--- config.mk ---
export PLATFORM = sky130hd
export DESIGN_NAME = core_boot_sequencer_flat
export DESIGN_NICKNAME = d
export VERILOG_FILES = /design/src/rtl/core_boot_sequencer_pkg.sv /design/src/rtl/core_boot_sequencer_if.sv /design/src/rtl/boot_packet_builder.sv /design/src/rtl/core_boot_sequencer.sv /design/src/flat_wrapper.sv
export SDC_FILE = /design/constraint.sdc
export NUM_CORES = 1
export LEC_CHECK = 0
export ABC_CLOCK_PERIOD_IN_PS = 4500
export CAP_MARGIN = 30
export CORE_UTILIZATION = 25
export DETAILED_ROUTE_END_ITERATION = 16
export GPL_TIMING_DRIVEN = 1
export PLACE_DENSITY = 0.82
export SETUP_SLACK_MARGIN = 0.2
export SYNTH_ARGS = -nofsm -noshare
export SYNTH_HDL_FRONTEND = slang
export SYNTH_SLANG_ARGS = --single-unit
--- constraint.sdc ---
create_clock -name clk -period 4.5 [get_ports clk]
set_input_delay 0.675 -clock clk [delete_from_list [all_inputs] [get_ports clk]]
set_output_delay 0.675 -clock clk [all_outputs]
set_load 0.01 [all_outputs]
--- src/rtl/core_boot_sequencer_pkg.sv ---
// Shared types for the boot sequencer: network packet, data-memory store port,
// boot FSM states and the parking-packet payload.
package core_boot_sequencer_pkg;

    typedef enum logic [2:0] {
        OpNull  = 3'd0,
        OpInstr = 3'd1,
        OpReg   = 3'd2,
        OpBar   = 3'd3,
        OpPc    = 3'd4
    } net_op_e;

    typedef struct packed {
        logic [4:0]  reserved;
        logic [9:0]  id;
        net_op_e     net_op;
        logic [31:0] net_data;
        logic [9:0]  net_addr;
    } net_packet_s;

    typedef struct packed {
        logic        valid;
        logic        wen;
        logic        byte_not_word;
        logic [31:0] write_data;
        logic        yumi;
    } mem_in_s;

    typedef enum logic [2:0] {
        StIdle,
        StDmem,
        StGap,
        StInstr,
        StReg,
        StBar,
        StPc,
        StRun
    } boot_state_e;

    localparam logic [31:0] kBOOT_PARK_DATA = 32'hFFFF_FFFE;

    // One counter serves every phase, so it is sized for the longest one.
    function automatic int unsigned boot_cnt_width(input int unsigned data_words,
                                                   input int unsigned instr_words,
                                                   input int unsigned reg_words);
        int unsigned longest;
        longest = 2 * data_words;
        if (instr_words > longest) longest = instr_words;
        if (reg_words > longest) longest = reg_words;
        return (longest > 2) ? $clog2(longest) : 1;
    endfunction

endpackage

--- src/rtl/core_boot_sequencer_if.sv ---
// Asynchronous-read boot ROM bus: the sequencer drives indices, the ROMs
// return words in the same cycle.
interface core_boot_sequencer_if;
    logic [9:0]  data_rom_addr;
    logic [31:0] data_rom_data;
    logic [9:0]  instr_rom_addr;
    logic [15:0] instr_rom_data;
    logic [5:0]  reg_rom_addr;
    logic [39:0] reg_rom_data;

    modport master (
        output data_rom_addr, instr_rom_addr, reg_rom_addr,
        input  data_rom_data, instr_rom_data, reg_rom_data
    );

    modport slave (
        input  data_rom_addr, instr_rom_addr, reg_rom_addr,
        output data_rom_data, instr_rom_data, reg_rom_data
    );
endinterface

--- src/rtl/boot_packet_builder.sv ---
// Combinational formatter: boot state, phase index and same-cycle ROM data
// to the packet presented to the core.
module boot_packet_builder
    import core_boot_sequencer_pkg::*;
#(
    parameter logic [9:0]  CORE_ID_P  = 10'd1,
    parameter logic [31:0] BAR_MASK_P = 32'h2,
    parameter logic [9:0]  BAR_ADDR_P = 10'd24,
    parameter logic [31:0] START_PC_P = 32'h0
) (
    input  boot_state_e state_i,
    input  logic [9:0]  idx_i,
    input  logic [15:0] instr_data_i,
    input  logic [39:0] reg_data_i,
    output net_packet_s packet_o
);

    logic unused_reg_bits;
    assign unused_reg_bits = ^reg_data_i[39:38];

    always_comb begin
        packet_o = '0;
        unique case (state_i)
            StInstr: begin
                packet_o.id       = CORE_ID_P;
                packet_o.net_op   = OpInstr;
                packet_o.net_data = {16'b0, instr_data_i};
                packet_o.net_addr = idx_i;
            end
            StReg: begin
                packet_o.id       = CORE_ID_P;
                packet_o.net_op   = OpReg;
                packet_o.net_data = reg_data_i[31:0];
                packet_o.net_addr = {4'b0, reg_data_i[37:32]};
            end
            StBar: begin
                packet_o.id       = CORE_ID_P;
                packet_o.net_op   = OpBar;
                packet_o.net_data = BAR_MASK_P;
                packet_o.net_addr = BAR_ADDR_P;
            end
            StPc: begin
                packet_o.id       = CORE_ID_P;
                packet_o.net_op   = OpPc;
                packet_o.net_data = START_PC_P;
            end
            StRun: begin
                packet_o.id       = CORE_ID_P;
                packet_o.net_op   = OpNull;
                packet_o.net_data = kBOOT_PARK_DATA;
                packet_o.net_addr = BAR_ADDR_P;
            end
            default: ;
        endcase
    end

endmodule

--- src/rtl/core_boot_sequencer.sv ---
// Boot engine: fills data memory from the data ROM, streams INSTR/REG packets,
// then BAR and PC, and parks on a NULL packet until reset.
module core_boot_sequencer
    import core_boot_sequencer_pkg::*;
#(
    parameter int unsigned DATA_WORDS_P  = 1024,
    parameter int unsigned INSTR_WORDS_P = 1024,
    parameter int unsigned REG_WORDS_P   = 64,
    parameter logic [9:0]  CORE_ID_P     = 10'd1,
    parameter logic [31:0] BAR_MASK_P    = 32'h2,
    parameter logic [9:0]  BAR_ADDR_P    = 10'd24,
    parameter logic [31:0] START_PC_P    = 32'h0
) (
    input  logic                          clk,
    input  logic                          n_reset,
    input  logic                          start_i,
    core_boot_sequencer_if.master         rom,
    output logic [$bits(mem_in_s)-1:0]     mem_flat_o,
    output logic [31:0]                   data_mem_addr_o,
    output logic                          select_o,
    output logic [$bits(net_packet_s)-1:0] net_packet_flat_o,
    output logic                          busy_o,
    output logic                          done_o
);

    localparam int unsigned CntW = boot_cnt_width(DATA_WORDS_P, INSTR_WORDS_P, REG_WORDS_P);
    typedef logic [CntW-1:0] cnt_t;

    localparam cnt_t DmemLast  = cnt_t'(2 * DATA_WORDS_P - 1);
    localparam cnt_t InstrLast = cnt_t'(INSTR_WORDS_P - 1);
    localparam cnt_t RegLast   = cnt_t'(REG_WORDS_P - 1);

    boot_state_e state_q;
    cnt_t        cnt_q;
    logic [9:0]  data_idx;
    logic [9:0]  phase_idx;
    mem_in_s     mem_in;
    net_packet_s packet;

    always_ff @(posedge clk) begin
        if (!n_reset) begin
            state_q <= StIdle;
            cnt_q   <= '0;
        end else begin
            unique case (state_q)
                StIdle: if (start_i) state_q <= StDmem;
                StDmem: begin
                    if (cnt_q == DmemLast) begin
                        state_q <= StGap;
                        cnt_q   <= '0;
                    end else begin
                        cnt_q <= cnt_q + cnt_t'(1);
                    end
                end
                StGap: state_q <= StInstr;
                StInstr: begin
                    if (cnt_q == InstrLast) begin
                        state_q <= StReg;
                        cnt_q   <= '0;
                    end else begin
                        cnt_q <= cnt_q + cnt_t'(1);
                    end
                end
                StReg: begin
                    if (cnt_q == RegLast) begin
                        state_q <= StBar;
                        cnt_q   <= '0;
                    end else begin
                        cnt_q <= cnt_q + cnt_t'(1);
                    end
                end
                StBar:   state_q <= StPc;
                StPc:    state_q <= StRun;
                StRun:   ;
                default: state_q <= StIdle;
            endcase
        end
    end

    // Each data word is presented for two cycles, so the index is k/2.
    assign data_idx  = 10'(cnt_q >> 1);
    assign phase_idx = 10'(cnt_q);

    always_comb begin
        rom.data_rom_addr  = '0;
        rom.instr_rom_addr = '0;
        rom.reg_rom_addr   = '0;
        mem_in             = '0;
        data_mem_addr_o    = '0;
        unique case (state_q)
            StDmem: begin
                rom.data_rom_addr     = data_idx;
                mem_in.valid          = 1'b1;
                mem_in.yumi           = 1'b1;
                mem_in.wen            = 1'b1;
                mem_in.byte_not_word  = 1'b0;
                mem_in.write_data     = rom.data_rom_data;
                data_mem_addr_o       = {20'b0, data_idx, 2'b00};
            end
            StInstr: rom.instr_rom_addr = phase_idx;
            StReg:   rom.reg_rom_addr   = phase_idx[5:0];
            default: ;
        endcase
    end

    boot_packet_builder #(
        .CORE_ID_P  (CORE_ID_P),
        .BAR_MASK_P (BAR_MASK_P),
        .BAR_ADDR_P (BAR_ADDR_P),
        .START_PC_P (START_PC_P)
    ) u_packet_builder (
        .state_i      (state_q),
        .idx_i        (phase_idx),
        .instr_data_i (rom.instr_rom_data),
        .reg_data_i   (rom.reg_rom_data),
        .packet_o     (packet)
    );

    assign mem_flat_o        = mem_in;
    assign net_packet_flat_o = packet;
    assign select_o          = state_q inside {StInstr, StReg, StBar, StPc, StRun};
    assign busy_o            = (state_q != StIdle) && (state_q != StRun);
    assign done_o            = (state_q == StRun);

endmodule
--- src/flat_wrapper.sv ---
// flat-port wrapper written by rule: the top's interface ports become plain ports
module core_boot_sequencer_flat import core_boot_sequencer_pkg::*;
#(
    parameter int unsigned DATA_WORDS_P  = 1024,
    parameter int unsigned INSTR_WORDS_P = 1024,
    parameter int unsigned REG_WORDS_P   = 64,
    parameter logic [9:0]  CORE_ID_P     = 10'd1,
    parameter logic [31:0] BAR_MASK_P    = 32'h2,
    parameter logic [9:0]  BAR_ADDR_P    = 10'd24,
    parameter logic [31:0] START_PC_P    = 32'h0
)
  (clk, n_reset, start_i, mem_flat_o, data_mem_addr_o, select_o, net_packet_flat_o, busy_o, done_o, rom_data_rom_addr, rom_instr_rom_addr, rom_reg_rom_addr, rom_data_rom_data, rom_instr_rom_data, rom_reg_rom_data);
  core_boot_sequencer_if rom_i ();
  input  logic clk;
  input  logic n_reset;
  input  logic start_i;
  output logic [$bits(mem_in_s)-1:0] mem_flat_o;
  output logic [31:0] data_mem_addr_o;
  output logic select_o;
  output logic [$bits(net_packet_s)-1:0] net_packet_flat_o;
  output logic busy_o;
  output logic done_o;
  output wire logic [$bits(rom_i.data_rom_addr)-1:0] rom_data_rom_addr;
  output wire logic [$bits(rom_i.instr_rom_addr)-1:0] rom_instr_rom_addr;
  output wire logic [$bits(rom_i.reg_rom_addr)-1:0] rom_reg_rom_addr;
  input wire logic [$bits(rom_i.data_rom_data)-1:0] rom_data_rom_data;
  input wire logic [$bits(rom_i.instr_rom_data)-1:0] rom_instr_rom_data;
  input wire logic [$bits(rom_i.reg_rom_data)-1:0] rom_reg_rom_data;
  assign rom_data_rom_addr = rom_i.data_rom_addr;
  assign rom_instr_rom_addr = rom_i.instr_rom_addr;
  assign rom_reg_rom_addr = rom_i.reg_rom_addr;
  assign rom_i.data_rom_data = rom_data_rom_data;
  assign rom_i.instr_rom_data = rom_instr_rom_data;
  assign rom_i.reg_rom_data = rom_reg_rom_data;
  core_boot_sequencer #(.DATA_WORDS_P(DATA_WORDS_P), .INSTR_WORDS_P(INSTR_WORDS_P), .REG_WORDS_P(REG_WORDS_P), .CORE_ID_P(CORE_ID_P), .BAR_MASK_P(BAR_MASK_P), .BAR_ADDR_P(BAR_ADDR_P), .START_PC_P(START_PC_P)) u_core (.clk(clk), .n_reset(n_reset), .start_i(start_i), .rom(rom_i), .mem_flat_o(mem_flat_o), .data_mem_addr_o(data_mem_addr_o), .select_o(select_o), .net_packet_flat_o(net_packet_flat_o), .busy_o(busy_o), .done_o(done_o));
endmodule
==> results of run 1 <==
-- critical path: cells and delay by family (launching register included) --
family          cells  cell delay (ns)
simple gates        2             0.89
buf+inv             2             0.79
flops               1             0.69
compound gates      1             0.10
-- final timing paths --
kind | startpoint | endpoint | slack (ns)
min reg2reg | u_core.cnt_q[3] | u_core.cnt_q[3] | 0.60
min | u_core.cnt_q[3] | u_core.cnt_q[3] | 0.60
max | u_core.state_q[0] | net_packet_flat_o[40] | 1.10
max reg2reg | u_core.state_q[0] | u_core.cnt_q[9] | 2.10
-- cell families (layout without fill, tap and decap cells) --
kind of cell	after synthesis	in the layout	synth area share
simple gates	147	147	0.368
buf+inv	84	223	0.244
compound gates	72	72	0.233
mux	1	1	0.00456
flops	14	14	0.128
xor+xnor	4	4	0.0159
other cells	1	37	0.00171
fa+ha+maj	1	1	0.00569
-- final cells by class --
cell class,instances,share of cell area
Multi-Input combinational cell,262,0.369
Inverter,6,0.00544
Tap cell,105,0.0318
Clock buffer,4,0.0133
Sequential cell,14,0.0678
Timing Repair Buffer,213,0.512
-- registers in the layout, indices dropped and copies added, names as in the netlist --
| register | flops |
|---|---|
| u_core.state_q | 3 |
| u_core.cnt_q | 11 |
-- stage by stage --
| step | instances | total power, mW |
|---|---|---|
| 4_1_cts | 604 | 0.442 |
| 5_1_grt | 604 | 0.463 |
| 2_1_floorplan | 360 | 0.219 |
| 3_5_place_dp | 600 | 0.314 |
| 6_report | 604 | 0.438 |
| 3_3_place_gp | 600 | 0.311 |
-- cells in the mapped netlist (3+ instances only) --
cell	n	share of area
and2_1	56	0.16
buf_4	54	0.18
nand2_1	34	0.058
nor2_1	25	0.043
o21ai_0	21	0.048
a21o_1	16	0.055
clkbuf_1	15	0.026
dfxtp_1	14	0.13
a21oi_1	11	0.025
buf_2	8	0.018
inv_1	6	0.010
a22o_1	4	0.016
nand3_1	4	0.0091
and3_1	3	0.0085
nand2b_1	3	0.0085
nor2b_1	3	0.0085
nor3_1	3	0.0068
o21a_1	3	0.010
xor2_1	3	0.012
-- where the power goes --
group,internal (mW),switching [mW],leakage (nW)
clock,0.0776,0.0480,0.0288
sequential,0.126,0.00746,0.113
combinational,0.114,0.0649,1.57
total,0.318,0.120,1.72
-- routing by layer --
metal | track usage | routed length (um)
met1 | 0.209 | 3470
met3 | 0.0316 | 446
met4 | 0.0361 | 70
met2 | 0.274 | 4070
met5 | 0 | 0
==> impl_metrics.env, run 1 <==
export IMPL_postLayoutCellArea_sq_um=4140
export IMPL_crit_chain="nand2_1 > nor2_1 > buf_4 > a21o_1 > clkdlybuf4s50_1"
export IMPL_synth_flop_cell="dfxtp_1"
export IMPL_ys_warn_count=0
export IMPL_cp_data_required_time_ns=3.83
export IMPL_period_share=0.756
export IMPL_grt_max_degree=46
export IMPL_crit_path_top_delay_cell="dfxtp_1"
export IMPL_ys_seq_area_frac=0.128
export IMPL_row_count=33
export IMPL_r2r_cells=5
export IMPL_ant_nets=0
export IMPL_cp_slowest_stage_delay_ns=0.69
export IMPL_ctsResizeCount=0
export IMPL_fin_util=0.496
export IMPL_nFillCells=806
export IMPL_core_sq_um=8340
export IMPL_grt_total_usage=0.161
export IMPL_synth_distinct_cells=49
export IMPL_die_w_um=95.7
export IMPL_numCtsBuffers=3
export IMPL_first_iter_violations=149
export IMPL_status="complete, no violations"
export IMPL_finalWirelength_um=8060
export IMPL_ys_async_sr_fraction=0
export IMPL_netlist_area_sq_um=2200
export IMPL_drt_vias_per_instance=4.44
export IMPL_dp_hpwl_um=6460
export IMPL_setup_violations=0
export IMPL_post_cts_buffers=0
export IMPL_timing_final_ws_setup_ns=1.10
export IMPL_critPathLaunchType="flip-flop"
export IMPL_num_vias=2684
export IMPL_final_nets=592
export IMPL_post_place_ws_ns=1.35
export IMPL_max_freq_mhz=294
export IMPL_antenna_found_initial=0
export IMPL_avgSynthCellArea_sq_um=6.78
export IMPL_endpoint_kind="output pin"
export IMPL_clk_pin_slew_ns=0.06
export IMPL_fin_setup_tns_ns=0
export IMPL_cts_sinks=14
export IMPL_drv_slew=0
export IMPL_drcViolationCount=0
export IMPL_grt_pass1_wl_um=11600
export IMPL_cts_tree="yes"
export IMPL_first_pass_iters=4
export IMPL_gr_total_overflow=0
export IMPL_layout_common_cells="clkdlybuf4s50_1, and2_1, conb_1"
export IMPL_min_period_ns=3.40
export IMPL_timing_hold_ws_ns=0.602
export IMPL_syn_inst=324
export IMPL_globalplace_congestion=0.796
export IMPL_hold_viol=0
export IMPL_cts_hold_buf=0
export IMPL_initial_utilization=0.263
export IMPL_power_density_nw_per_um2=106
export IMPL_layout_commonest_cell="clkdlybuf4s50_1"
export IMPL_cts_buffer_depth=2
export IMPL_multi_input_area_sq_um=1530
export IMPL_ys_seq_elements=14
export IMPL_tightest_slew_ns=0.837
export IMPL_wire_per_inst_um=13.3
export IMPL_grt_pass1_vias=2348
export IMPL_area_growth_pct=88.3
export IMPL_die_h_um=95.7
export IMPL_peakVddDrop_mv=0.0581
export IMPL_ctsHtreeMaxLevel=1
export IMPL_ios=248
export IMPL_hold_class="flip-flop to flip-flop"
export IMPL_worstSetupPathType="flip-flop to output pin"
export IMPL_p_leak_nw=1.72
export IMPL_antenna_cells=0
export IMPL_port_buffers=208
export IMPL_insertion_delay_ns=0.25
export IMPL_whs_path_depth=2
export IMPL_cts_root_buf="clkbuf_8"
export IMPL_synth_edf_count=0
export IMPL_register_area_sq_um=280
export IMPL_placed_area_sq_um=4080
export IMPL_slew_headroom=0.441
export IMPL_critPathMaxFanout=26
export IMPL_rsz0062_at_grt="no"
export IMPL_dieArea_sq_um=9170
export IMPL_drive_gt1_frac=0.0381
export IMPL_arrival_ns=2.73
export IMPL_fin_worst_skew_ns=0.00259
export IMPL_drv_cap=0
No activity file was read; power rests on OpenSTA's default activity.
==> inputs of run 2 (changes only) <==
--- a/config.mk
+++ b/config.mk
@@ -5,7 +5,7 @@
 export SDC_FILE = /design/constraint.sdc
 export NUM_CORES = 1
 export LEC_CHECK = 0
-export ABC_CLOCK_PERIOD_IN_PS = 4500
+export ABC_CLOCK_PERIOD_IN_PS = 3370
 export CAP_MARGIN = 30
 export CORE_UTILIZATION = 25
 export DETAILED_ROUTE_END_ITERATION = 16
==> constraint.sdc (replaced) <==
create_clock -name clk -period 3.37 [get_ports clk]
set_input_delay 0.5055 -clock clk [delete_from_list [all_inputs] [get_ports clk]]
set_output_delay 0.5055 -clock clk [all_outputs]
set_load 0.01 [all_outputs]
==> run 2 against run 1 <==
  * Cell area rose by 0.85%
  * Worst setup slack got worse by 0.52 ns
  * Sequential power rose by 30%
  * Clock skew fell by 0.0018 ns
  * Clock-buffer cell count did not move
  * Non-clock buffer count rose by 3
  * Critical path depth fell by 1
  * Critical path type unchanged
  * Highest routed layer unchanged
==> impl_metrics.env, run 2 (same netlist as run 1, synthesis figures left out) <==
export IMPL_rsz0062_at_grt="no"
export IMPL_layout_common_cells="clkdlybuf4s50_1, and2_1, conb_1"
export IMPL_endpoint_kind="output pin"
export IMPL_numCtsBuffers=3
export IMPL_antenna_found_initial=0
export IMPL_insertion_delay_ns=0.25
export IMPL_port_buffers=208
export IMPL_critPathMaxFanout=14
export IMPL_grt_max_degree=46
export IMPL_startpoint="u_core.state_q[1]"
export IMPL_reg_top3="u_core.cnt_q (11), u_core.state_q (3)"
export IMPL_die_w_um=95.7
export IMPL_rrSetupSlack_ns=1.26
export IMPL_globalplace_congestion=0.798
export IMPL_worst_path_buf_inv=2
export IMPL_cp_slowest_stage_delay_ns=0.60
export IMPL_arrival_ns=2.28
export IMPL_ios=248
export IMPL_r2r_start="u_core.cnt_q[1]"
export IMPL_p_leak_nw=1.73
export IMPL_initial_utilization=0.263
export IMPL_fin_setup_tns_ns=0
export IMPL_num_vias=2710
export IMPL_first_iter_violations=141
export IMPL_post_cts_buffers=0
export IMPL_total_power_uw=587
export IMPL_drv_cap=0
export IMPL_ctsResizeCount=0
export IMPL_cp_top_family="buffers and inverters"
export IMPL_ant_nets=0
export IMPL_r2r_end="u_core.cnt_q[9]"
export IMPL_drive_gt1_frac=0.0438
export IMPL_gr_total_overflow=0
export IMPL_die_h_um=95.7
export IMPL_cts_sinks=14
export IMPL_max_flop_register="u_core.cnt_q"
export IMPL_max_freq_mhz=359
export IMPL_hold_viol=0
export IMPL_dieArea_sq_um=9170
export IMPL_dp_hpwl_um=6620
export IMPL_cts_hold_buf=0
export IMPL_row_count=33
export IMPL_antenna_cells=0
export IMPL_min_to="u_core.cnt_q[3]"
export IMPL_drt_vias_per_instance=4.46
export IMPL_cts_root_buf="clkbuf_8"
export IMPL_layout_commonest_cell="clkdlybuf4s50_1"
export IMPL_grt_total_usage=0.166
export IMPL_cts_buffer_depth=2
export IMPL_r2r_cells=5
export IMPL_setup_violations=0
export IMPL_cts_tree="yes"
export IMPL_wire_per_inst_um=13.6
export IMPL_drcViolationCount=0
export IMPL_core_sq_um=8340
export IMPL_fin_worst_skew_ns=0.000746
export IMPL_hold_class="flip-flop to flip-flop"
export IMPL_drv_slew=0
export IMPL_power_density_nw_per_um2=141
export IMPL_first_pass_iters=4
export IMPL_worstSetupPathType="flip-flop to output pin"
export IMPL_grt_pass1_vias=2432
export IMPL_tightest_slew_ns=0.525
export IMPL_area_growth_pct=89.9
export IMPL_finalWirelength_um=8230
export IMPL_nFillCells=814
export IMPL_min_period_ns=2.79
export IMPL_period_share=0.828
export IMPL_timing_hold_ws_ns=0.621
export IMPL_hold_start="u_core.cnt_q[3]"
export IMPL_status="complete, no violations"
export IMPL_cp_data_required_time_ns=2.86
export IMPL_crit_chain="nand2_1 > buf_4 > o21ai_0 > clkdlybuf4s50_1"
export IMPL_largest_register_ffs=11
export IMPL_fin_util=0.500
export IMPL_clk_pin_slew_ns=0.06
export IMPL_slew_headroom=0.649
export IMPL_critPathLaunchType="flip-flop"
export IMPL_ctsHtreeMaxLevel=1
export IMPL_final_nets=595
export IMPL_grt_pass1_wl_um=12100
export IMPL_crit_path_top_delay_cell="clkdlybuf4s50_1"
export IMPL_peakVddDrop_mv=0.0896
export IMPL_whs_path_depth=2
==> run 2: changes by cell type in the layout (fill, tap and decap cells not counted), sizes merged <==
cell	previous run	this run
buf	5	8
==> run 2: layer usage <==
metal / up-vias / global-route usage / wire (um)
li1: 1348 / - / -
met3: 8 / 0.0292 / 542
met4: 0 / 0.0224 / 48
met5: - / 0 / 0
met2: 113 / 0.287 / 4190
met1: 1241 / 0.220 / 3450
==> run 2: worst max path at each step <==
stage	cells past startpoint	endpoint	slack, ns
floorplan	5	rom_data_rom_addr[6]	1.37
global placement	5	net_packet_flat_o[20]	0.92
detailed placement	4	net_packet_flat_o[22]	0.89
CTS	4	net_packet_flat_o[22]	0.60
global route	4	net_packet_flat_o[20]	0.45
finish	4	net_packet_flat_o[20]	0.58
==> run 2: worst min-delay path: cells and delay by family, from the launching register on <==
kind             cells  cell delay (ns)
flip-flops           1             0.41
AO/OA/AOI/OAI        1             0.07
AND/OR/NAND/NOR      1             0.09
==> run 2: through the flow <==
step / setup slack [ns] / cell area [sq um] / instances
detailed placement: 0.892 / 4120 / 603
global placement: 0.923 / 4120 / 603
CTS: 0.597 / 4170 / 607
floorplan: 1.37 / 2330 / 360
finish: 0.581 / 4170 / 607
global route: 0.445 / 4170 / 607
==> run 2: where the power goes <==
group / total (mW) / switching, mW / internal (mW)
Sequential: 0.174 / 0.00553 / 0.168
Combinational: 0.244 / 0.0907 / 0.153
Clock: 0.169 / 0.0656 / 0.104
Total: 0.587 / 0.162 / 0.425
==> run 2: area by class of cell <==
class	instances	area, sq um	share of cell area
tap	105	131	0.0315
timing repair buffer	216	2150	0.516
clock buffer	4	55.1	0.0132
sequential	14	280	0.0672
inverter	6	22.5	0.00540
multi-input combinational	262	1530	0.366
==> inputs of run 3 (changes only) <==
--- a/config.mk
+++ b/config.mk
@@ -5,7 +5,7 @@
 export SDC_FILE = /design/constraint.sdc
 export NUM_CORES = 1
 export LEC_CHECK = 0
-export ABC_CLOCK_PERIOD_IN_PS = 3370
+export ABC_CLOCK_PERIOD_IN_PS = 2700
 export CAP_MARGIN = 30
 export CORE_UTILIZATION = 25
 export DETAILED_ROUTE_END_ITERATION = 16
==> constraint.sdc (replaced) <==
create_clock -name clk -period 2.7 [get_ports clk]
set_input_delay 0.405 -clock clk [delete_from_list [all_inputs] [get_ports clk]]
set_output_delay 0.405 -clock clk [all_outputs]
set_load 0.01 [all_outputs]
==> run 3 against run 2 <==
  * Cell count is 0.66% higher
  * Clock-buffer cell count stayed put
  * Clock skew hardly changed
  * Power is 26% higher
  * Via count hardly changed
  * Die area stayed put
  * Wire length is 0.91% higher
  * Combinational power is 26% higher
  * Register-to-register slack worse by 0.55 ns
  * First-iteration DRC count is 15% higher
  * Sequential power is 25% higher
  * Global-route usage is 0.30 points lower
  * Critical path type unchanged
==> impl_metrics.env, run 3 (same netlist as run 1, synthesis figures left out) <==
export IMPL_hold_viol=0
export IMPL_period_share=0.883
export IMPL_p_leak_nw=1.77
export IMPL_switchingPower_uw=204
export IMPL_reg_top3="u_core.cnt_q (11), u_core.state_q (3)"
export IMPL_clk_pin_slew_ns=0.06
export IMPL_globalplace_congestion=0.778
export IMPL_die_w_um=95.7
export IMPL_worstSetupPathType="flip-flop to output pin"
export IMPL_row_count=33
export IMPL_drcViolationCount=0
export IMPL_wire_per_inst_um=13.6
export IMPL_port_buffers=208
export IMPL_insertion_delay_ns=0.25
export IMPL_hold_class="flip-flop to flip-flop"
export IMPL_largest_register_ffs=11
export IMPL_grt_total_usage=0.163
export IMPL_dp_hpwl_um=6600
export IMPL_initial_utilization=0.263
export IMPL_p_seq_frac=0.295
export IMPL_ios=248
export IMPL_fin_cells=611
export IMPL_peakVddDrop_mv=0.125
export IMPL_post_place_ws_ns=0.303
export IMPL_grt_max_degree=48
export IMPL_status="complete, no violations"
export IMPL_arrival_ns=1.98
export IMPL_ctsHtreeMaxLevel=1
export IMPL_fin_util=0.509
export IMPL_grt_pass1_wl_um=11700
export IMPL_antenna_cells=0
export IMPL_antenna_found_initial=0
export IMPL_min_period_ns=2.38
export IMPL_drt_vias_per_instance=4.43
export IMPL_pwr_share_comb=0.417
export IMPL_rrSetupSlack_ns=0.71
export IMPL_power_density_nw_per_um2=174
export IMPL_dieArea_sq_um=9170
export IMPL_r2r_end="u_core.cnt_q[9]"
export IMPL_p_sw_frac=0.277
export IMPL_rsz0062_at_grt="no"
export IMPL_timing_hold_ws_ns=0.616
export IMPL_final_nets=599
export IMPL_total_power_uw=739
export IMPL_placed_area_sq_um=4140
export IMPL_setup_violations=0
export IMPL_drive_gt1_frac=0.0613
export IMPL_p_int_uw=534
export IMPL_layout_common_cells="clkdlybuf4s50_1, and2_1, conb_1"
export IMPL_die_h_um=95.7
export IMPL_endpoint_kind="output pin"
export IMPL_core_sq_um=8340
export IMPL_num_vias=2709
export IMPL_cts_tree="yes"
export IMPL_numCtsBuffers=3
export IMPL_cts_root_buf="clkbuf_8"
export IMPL_layout_commonest_cell="clkdlybuf4s50_1"
export IMPL_finalWirelength_um=8300
export IMPL_cts_hold_buf=0
export IMPL_drv_cap=0
export IMPL_startpoint="u_core.state_q[2]"
export IMPL_first_iter_violations=162
export IMPL_max_freq_mhz=419
export IMPL_r2r_cells=5
export IMPL_timing_final_ws_setup_ns=0.315
export IMPL_placed_cells=605
export IMPL_grt_pass1_vias=2417
export IMPL_first_pass_iters=4
export IMPL_cts_buffer_depth=2
export IMPL_gr_total_overflow=0
export IMPL_postLayoutCellArea_sq_um=4240
export IMPL_r2r_start="u_core.cnt_q[0]"
export IMPL_cts_sinks=14
export IMPL_critPathLaunchType="flip-flop"
export IMPL_crit_path_end="net_packet_flat_o[20]"
export IMPL_ant_nets=0
export IMPL_clock_power_share=0.288
export IMPL_max_flop_register="u_core.cnt_q"
export IMPL_drv_slew=0
export IMPL_fin_worst_skew_ns=0.00119
export IMPL_critPathMaxFanout=24
export IMPL_area_growth_pct=93.1
export IMPL_cp_data_required_time_ns=2.30
export IMPL_fin_setup_tns_ns=0
[run 3: changes by cell type in the layout (fill, tap and decap cells not counted)]
cell and delta:
and3b_1 -1, buf_4 +2, dfxtp_1 -3, clkbuf_16 +1
nand2_1 -1, nand2_2 +1, dfxtp_4 +1, buf_12 +1
dfxtp_2 +2, and3b_2 +1
[run 3: worst min path at each step]
stage | startpoint | depth (start not counted) | end
6_report | u_core.cnt_q[0] | 2 | u_core.cnt_q[0]
5_1_grt | u_core.cnt_q[0] | 2 | u_core.cnt_q[0]
4_1_cts | u_core.cnt_q[0] | 2 | u_core.cnt_q[0]
3_5_place_dp | u_core.cnt_q[0] | 2 | u_core.cnt_q[0]
3_3_place_gp | u_core.cnt_q[3] | 2 | u_core.cnt_q[3]
2_1_floorplan | u_core.cnt_q[7] | 2 | u_core.cnt_q[7]
[run 3: layer usage]
metal / GRT usage / share of wire
met1: 0.199 / 0.42
met2: 0.293 / 0.51
met3: 0.0324 / 0.054
met4: 0.0373 / 0.012
met5: 0 / 0
[run 3: critical path, stage by stage, from the launching register on]
cell	delay, ns
dfxtp_4	0.42
nor3b_4	0.26
buf_12	0.19
nand2_1	0.08
o21ai_0	0.16
clkdlybuf4s50_1	0.61
[run 3: repair_timing]
| item | in CTS | in global routing |
|---|---|---|
| setup buffers | 0 | 1 |
| resized for setup | 4 | 2 |
| endpoints found under the setup margin | 40 | 18 |
| cloned | 0 | 1 |
[run 3: layout make-up]
| cell class | count | area (sq um) |
|---|---|---|
| multi-input combinational | 262 | 1530 |
| clock buffer | 4 | 55.1 |
| timing repair buffer | 220 | 2210 |
| inverter | 6 | 22.5 |
| fill | 796 | 4100 |
| tap | 105 | 131 |
| sequential | 14 | 287 |
[run 3: power by group through the flow]
| stage | clock [mW] | combinational [mW] | sequential (mW) |
|---|---|---|---|
| 2_1_floorplan | 0 | 0.144 | 0.221 |
| 3_3_place_gp | 0 | 0.303 | 0.222 |
| 3_5_place_dp | 0 | 0.307 | 0.223 |
| 4_1_cts | 0.222 | 0.309 | 0.219 |
| 5_1_grt | 0.228 | 0.333 | 0.219 |
| 6_report | 0.213 | 0.308 | 0.218 |
